<file path="src/rtl/uart_time_cmd_rx.sv">
// uart_time_cmd_rx
// Receives ASCII time-set commands ("T" HHMMSS CR) on a UART line and
// produces packed-BCD hour/minute/second values with a one-cycle load strobe.
// A 16x-oversampling 8N1 receiver feeds a command parser.
// The parser validates each digit and enforces an inter-byte timeout.
//
// Ports:
//   clk            16x-baud clock, all logic on its rising edge
//   rst            synchronous active-high reset
//   rx             UART serial input, idle high, asynchronous to clk
//   rx_byte        last correctly framed received byte
//   rx_byte_valid  one-cycle strobe, rx_byte updated
//   frame_err      one-cycle strobe, stop bit sampled low
//   set_hour       BCD hours 00-23
//   set_minute     BCD minutes 00-59
//   set_second     BCD seconds 00-59
//   set_valid      one-cycle strobe, set_* hold a new validated time
//   cmd_err        one-cycle strobe, command aborted
module uart_time_cmd_rx #(
  parameter int OVERSAMPLE     = 16,
  parameter int TIMEOUT_CYCLES = 65535
) (
  input  logic       clk,
  input  logic       rst,
  input  logic       rx,
  output logic [7:0] rx_byte,
  output logic       rx_byte_valid,
  output logic       frame_err,
  output logic [7:0] set_hour,
  output logic [7:0] set_minute,
  output logic [7:0] set_second,
  output logic       set_valid,
  output logic       cmd_err
);

  localparam int TW = $clog2(OVERSAMPLE + 1);
  localparam int CW = $clog2(TIMEOUT_CYCLES + 1);
  localparam logic [TW-1:0] HALF_LAST = TW'(OVERSAMPLE / 2 - 1);
  localparam logic [TW-1:0] BIT_LAST  = TW'(OVERSAMPLE - 1);
  localparam logic [CW-1:0] TO_LAST   = CW'(TIMEOUT_CYCLES - 1);
  localparam logic [7:0]    CH_T      = 8'h54;
  localparam logic [7:0]    CH_CR     = 8'h0D;
  localparam logic [7:0]    CH_0      = 8'h30;
  localparam logic [7:0]    CH_9      = 8'h39;

  // ---------------------------------------------------------------- receiver
  typedef enum logic [1:0] {RX_IDLE, RX_START, RX_DATA, RX_STOP} rx_state_t;

  rx_state_t       rx_state_reg;
  logic            sync1_reg, sync2_reg, rx_prev_reg;
  logic [TW-1:0]   tick_reg;
  logic [2:0]      bit_idx_reg;
  logic [7:0]      shift_reg;

  always_ff @(posedge clk) begin
    if (rst) begin
      sync1_reg     <= 1'b1;
      sync2_reg     <= 1'b1;
      rx_prev_reg   <= 1'b1;
      rx_state_reg  <= RX_IDLE;
      tick_reg      <= '0;
      bit_idx_reg   <= '0;
      shift_reg     <= '0;
      rx_byte       <= '0;
      rx_byte_valid <= 1'b0;
      frame_err     <= 1'b0;
    end else begin
      sync1_reg     <= rx;
      sync2_reg     <= sync1_reg;
      rx_prev_reg   <= sync2_reg;
      rx_byte_valid <= 1'b0;
      frame_err     <= 1'b0;
      case (rx_state_reg)
        RX_IDLE: begin
          tick_reg <= '0;
          // The detection cycle itself is tick 0 of the start bit, so the
          // counter leaves this state already advanced to 1.
          if (rx_prev_reg && !sync2_reg) begin
            rx_state_reg <= RX_START;
            tick_reg     <= TW'(1);
          end
        end
        RX_START: begin
          if (tick_reg == HALF_LAST) begin
            tick_reg    <= '0;
            bit_idx_reg <= '0;
            // Line back high at mid start bit: a glitch, not a frame.
            rx_state_reg <= sync2_reg ? RX_IDLE : RX_DATA;
          end else begin
            tick_reg <= tick_reg + TW'(1);
          end
        end
        RX_DATA: begin
          if (tick_reg == BIT_LAST) begin
            tick_reg    <= '0;
            shift_reg   <= {sync2_reg, shift_reg[7:1]};
            bit_idx_reg <= bit_idx_reg + 3'd1;
            if (bit_idx_reg == 3'd7) rx_state_reg <= RX_STOP;
          end else begin
            tick_reg <= tick_reg + TW'(1);
          end
        end
        RX_STOP: begin
          if (tick_reg == BIT_LAST) begin
            tick_reg     <= '0;
            rx_state_reg <= RX_IDLE;
            if (sync2_reg) begin
              rx_byte       <= shift_reg;
              rx_byte_valid <= 1'b1;
            end else begin
              frame_err <= 1'b1;
            end
          end else begin
            tick_reg <= tick_reg + TW'(1);
          end
        end
        default: rx_state_reg <= RX_IDLE;
      endcase
    end
  end

  // ------------------------------------------------------------------ parser
  typedef enum logic [1:0] {P_IDLE, P_DIGIT, P_CR} p_state_t;

  p_state_t        p_state_reg;
  logic [2:0]      digit_idx_reg;
  logic [CW-1:0]   to_cnt_reg;
  logic [23:0]     digits;      // {h10, h1, m10, m1, s10, s1}
  logic [3:0]      digit_val;
  logic            digit_ok, digit_wr, byte_is_t;

  always_comb begin
    digit_val = rx_byte[3:0];   // equals byte - 0x30 for '0'..'9'
    byte_is_t = (rx_byte == CH_T);
    digit_ok  = (rx_byte >= CH_0) && (rx_byte <= CH_9);
    case (digit_idx_reg)
      3'd0:       if (digit_val > 4'd2) digit_ok = 1'b0;
      3'd1:       if (digits[23:20] == 4'd2 && digit_val > 4'd3) digit_ok = 1'b0;
      3'd2, 3'd4: if (digit_val > 4'd5) digit_ok = 1'b0;
      default:    ;
    endcase
    digit_wr = rx_byte_valid && (p_state_reg == P_DIGIT) && digit_ok;
  end

  // One shadow nibble per command digit position.
  for (genvar gi = 0; gi < 6; gi++) begin : g_digit
    logic [3:0] nib_reg;
    always_ff @(posedge clk) begin
      if (rst)
        nib_reg <= '0;
      else if (digit_wr && digit_idx_reg == 3'(gi))
        nib_reg <= digit_val;
    end
    assign digits[23 - 4*gi -: 4] = nib_reg;
  end

  always_ff @(posedge clk) begin
    if (rst) begin
      p_state_reg   <= P_IDLE;
      digit_idx_reg <= '0;
      to_cnt_reg    <= '0;
      set_hour      <= '0;
      set_minute    <= '0;
      set_second    <= '0;
      set_valid     <= 1'b0;
      cmd_err       <= 1'b0;
    end else begin
      set_valid <= 1'b0;
      cmd_err   <= 1'b0;
      if (rx_byte_valid) begin
        // A byte always beats a coincident timeout.
        to_cnt_reg <= '0;
        case (p_state_reg)
          P_IDLE: begin
            if (byte_is_t) begin
              p_state_reg   <= P_DIGIT;
              digit_idx_reg <= '0;
            end
          end
          P_DIGIT: begin
            if (digit_ok) begin
              digit_idx_reg <= digit_idx_reg + 3'd1;
              if (digit_idx_reg == 3'd5) p_state_reg <= P_CR;
            end else begin
              cmd_err       <= 1'b1;
              digit_idx_reg <= '0;
              p_state_reg   <= byte_is_t ? P_DIGIT : P_IDLE;
            end
          end
          P_CR: begin
            digit_idx_reg <= '0;
            if (rx_byte == CH_CR) begin
              set_hour    <= digits[23:16];
              set_minute  <= digits[15:8];
              set_second  <= digits[7:0];
              set_valid   <= 1'b1;
              p_state_reg <= P_IDLE;
            end else begin
              cmd_err     <= 1'b1;
              p_state_reg <= byte_is_t ? P_DIGIT : P_IDLE;
            end
          end
          default: p_state_reg <= P_IDLE;
        endcase
      end else if (p_state_reg != P_IDLE) begin
        if (frame_err || to_cnt_reg == TO_LAST) begin
          cmd_err       <= 1'b1;
          digit_idx_reg <= '0;
          to_cnt_reg    <= '0;
          p_state_reg   <= P_IDLE;
        end else begin
          to_cnt_reg <= to_cnt_reg + CW'(1);
        end
      end else begin
        to_cnt_reg <= '0;
      end
    end
  end

endmodule

</file>
<file path="config.mk">
export PLATFORM = sky130hd
export DESIGN_NAME = uart_time_cmd_rx
export DESIGN_NICKNAME = d
export VERILOG_FILES = /design/src/rtl/uart_time_cmd_rx.sv
export SDC_FILE = /design/constraint.sdc
export NUM_CORES = 1
export LEC_CHECK = 0
export BUFFER_PORTS_ARGS = -buffer_cell sky130_fd_sc_hd__buf_4
export CAP_MARGIN = 20
export CELL_PAD_IN_SITES_DETAIL_PLACEMENT = 0
export CELL_PAD_IN_SITES_GLOBAL_PLACEMENT = 1
export CORE_ASPECT_RATIO = 1.5
export CORE_MARGIN = 5
export CORE_UTILIZATION = 48
export DETAILED_ROUTE_END_ITERATION = 8
export GPL_ROUTABILITY_DRIVEN = 0
export PLACE_DENSITY = 0.88
export SYNTH_ARGS = -nofsm -noshare
export SYNTH_HDL_FRONTEND = slang
export SYNTH_SLANG_ARGS = --single-unit
</file>
<file path="constraint.sdc">
create_clock -name clk -period 6.5 [get_ports clk]
set_clock_uncertainty 0.2 [all_clocks]
set_input_delay 0.325 -clock clk [delete_from_list [all_inputs] [get_ports clk]]
set_output_delay 0.325 -clock clk [all_outputs]
set_load 0.01 [all_outputs]
</file>
==> flow_metrics.tcl <==
set metrics [dict create \
    run_status "complete, no violations" \
    critical_path_depth 7 \
    most_common_flop_cell_mapped_by_yosys "dfxtp_1" \
    insertion_delay_ps 340 \
    synthesis.area_per_instance_sq_um 8.80 \
    timing_worst_slew_pin_value_ps 950 \
    yosysWarnings 0 \
    fmax_mhz 361 \
    die_w_um 88.6 \
    critical_path_required_ps 6570 \
    drt_wl_total_mm 8.94 \
    clockRootBuffer "clkbuf_16" \
    mappedNetlistArea_sq_mm 0.00444 \
    min_path_type "reg -> reg" \
    powerDensity_mw_per_mm2 240 \
    remaining_max_slew_budget_at_the_tightest_pin 0.365 \
    gr-total-overflow 0 \
    clock_sink_count 102 \
    reg2reg_setup_slack_ps 3730 \
    timing.max_cap.violations 0 \
    tritoncts_buffers 9 \
    core_area_sq_mm 0.00915 \
    std_cell_rows 43 \
    cpMaxStageDelayCell "o41a_1" \
    asyncSetResetFlopFracSynth 0 \
    final_net_count 543 \
    place_inst 624 \
    wire_per_inst_um 14.0 \
    r2r-end "p_state_reg[0]" \
    final_core_utilization 0.555 \
    initial_core_util 0.486 \
    cts_tree "built" \
    port_buffers 38 \
    final_cell_count_no_fill 640 \
    place_hpwl_mm 6.14 \
    netlist-cell-type-count 56 \
    cp.arrival_ps 2840 \
    worst-path-buf-inv 1 \
    slowest_delay_ps 570 \
    antenna-diode-count 0 \
    finalHoldViolCount 0 \
    rsz0062_at_grt "false" \
    power.ir.vdd_worst_v 0.000154 \
    vias 3455 \
    drtAntennaViolNets 0 \
    worstRegToRegCells 7 \
    crit_path_cell_trace "inv_1 > ha_1 > and2_1 > o211a_1 > o41a_1 > a311oi_2 > mux2i_1" \
    synthToLayoutAreaGrowth_pct 14.2 \
    leakagePower_nw 1.91 \
    detailed_place.area_sq_mm 0.00474 \
    critPathKind "reg -> reg" \
    final-setup-viol-count 0 \
    stdcell_area_sq_mm 0.00508 \
    cp_startpoint "digit_idx_reg[0]" \
    maximum_number_of_pins_on_one_net_before_global_route_repair 91 \
    clockBufferDepth 2 \
    post_synth_inst_count 505 \
    worst_setup_hold_path_clk_slew_ps 60 \
    worstSetupStartpointType "flip-flop" \
    cts_repair_resize_count 0 \
    path_max_fanout 12 \
    end_kind "flip-flop" \
    routed_via_density 5.40 \
    die_h_um 128 \
    grt_pass1_wl_mm 15.3 \
    syn_nets 524 \
    remaining_drc_errors 0 \
    min_period_ps 2770 \
    flops_latches_synth 102 \
    regToRegStartpoint "digit_idx_reg[0]" \
    synth_seq_area_share 0.460 \
    largest_reg_flops 24 \
    drive_gt1_frac 0.123 \
    min_period_over_period 0.426 \
    synth_enable_flop_cells 0 \
    number_of_global_route_vias_before_repair 3348 \
    fp.dieArea_sq_mm 0.0113 \
    pin_count 39 \
    antenna_violations_before_repair 0 \
    cp_top_family "compound AO/OA/AOI/OAI gates" \
    detail_route.iter0.violations 108 \
    timing_max_transition_violations_final 0 \
    worstSetupEndpoint "p_state_reg[0]" \
    grt_usage 0.170 \
    dr.pass1.iters 4 \
    cts_htree_levels 3 \
    totalNegativeSetupSlack_ps 0 \
]
[worst min path at each step]
stage / slack [ps] / from / endpoint / cells after the start
final: 220 / sync1_reg / sync2_reg / 1
after global routing: 240 / sync1_reg / sync2_reg / 1
after floorplan: 190 / sync1_reg / sync2_reg / 1
after CTS: 220 / sync1_reg / sync2_reg / 1
after global placement: 210 / sync1_reg / sync2_reg / 1
after detailed placement: 210 / sync1_reg / sync2_reg / 1
[cells in the final DEF (no fill, tap or decap), types with 4 or more instances in the layout]
cell,n
clkbuf_16,9
a41oi_1,4
xor2_1,13
nand3_1,15
o21ai_0,13
nand2_1,82
and3_1,6
and4_1,4
or2_2,4
buf_4,38
inv_1,12
o21a_1,4
nand2b_1,5
nor2b_1,4
nand4_1,14
a21oi_1,50
nor2_1,53
ha_1,16
mux2i_1,22
dfxtp_1,102
[per-stage QoR]
step	setup slack [ps]	hold WS (ps)	power [mW]
2_1_floorplan	4120	189	0.652
4_1_cts	3740	220	1.23
3_5_place_dp	3750	205	0.655
3_3_place_gp	3870	208	0.655
5_1_grt	3460	238	1.26
6_report	3730	217	1.22
[cell type report]
type	count	area, sq um
Fill cell	868	4070
Multi-Input combinational cell	360	2230
Sequential cell	102	2040
Timing Repair Buffer	39	295
Clock buffer	12	256
Tap cell	112	140
Clock inverter	3	67.6
Inverter	12	45.0
[Yosys cell counts, drive strengths merged (4+ instances only)]
cell type,count,share of area
dfxtp,102,0.46
nand2,82,0.069
nor2,53,0.045
a21oi,50,0.056
mux2i,22,0.050
clkbuf,21,0.018
ha,16,0.045
nand3,15,0.017
nand4,14,0.020
o21ai,13,0.015
xor2,13,0.026
inv,12,0.010
buf,10,0.011
and3,6,0.0084
nand2b,6,0.010
a41oi,4,0.0079
and4,4,0.0079
nor2b,4,0.0056
o21a,4,0.0068
o41ai,4,0.018
or2,4,0.0056
[power by group]
| group | leakage [nW] | internal [mW] | switching, mW |
|---|---|---|---|
| Combinational | 0.937 | 0.00396 | 0.00989 |
| Sequential | 0.822 | 0.626 | 0.00142 |
| Clock | 0.155 | 0.356 | 0.220 |
| Total | 1.91 | 0.986 | 0.231 |
[cell families (layout without fill, tap and decap cells)]
group           after synthesis  count (layout)  synth area share
compound gates               93              93             0.142
xor+xnor                     15              15            0.0296
fa+ha+maj                    16              16            0.0451
buf+inv                      43              66            0.0386
flops                       102             102             0.460
mux                          23              23            0.0521
simple gates                213             213             0.233
[routing by layer]
metal  GRT usage  up-vias  share of wire
li1            -     1791              -
met1       0.211     1611           0.46
met2       0.282       38           0.49
met3      0.0302       15          0.031
met4      0.0792        0          0.024
met5           0        -              0
[what timing repair did]
action                                 CTS  global route
hold buffers                             1             0
endpoints found under the hold margin    1             0
buffers inserted                         0             0
No activity file was read; power rests on OpenSTA's default activity.
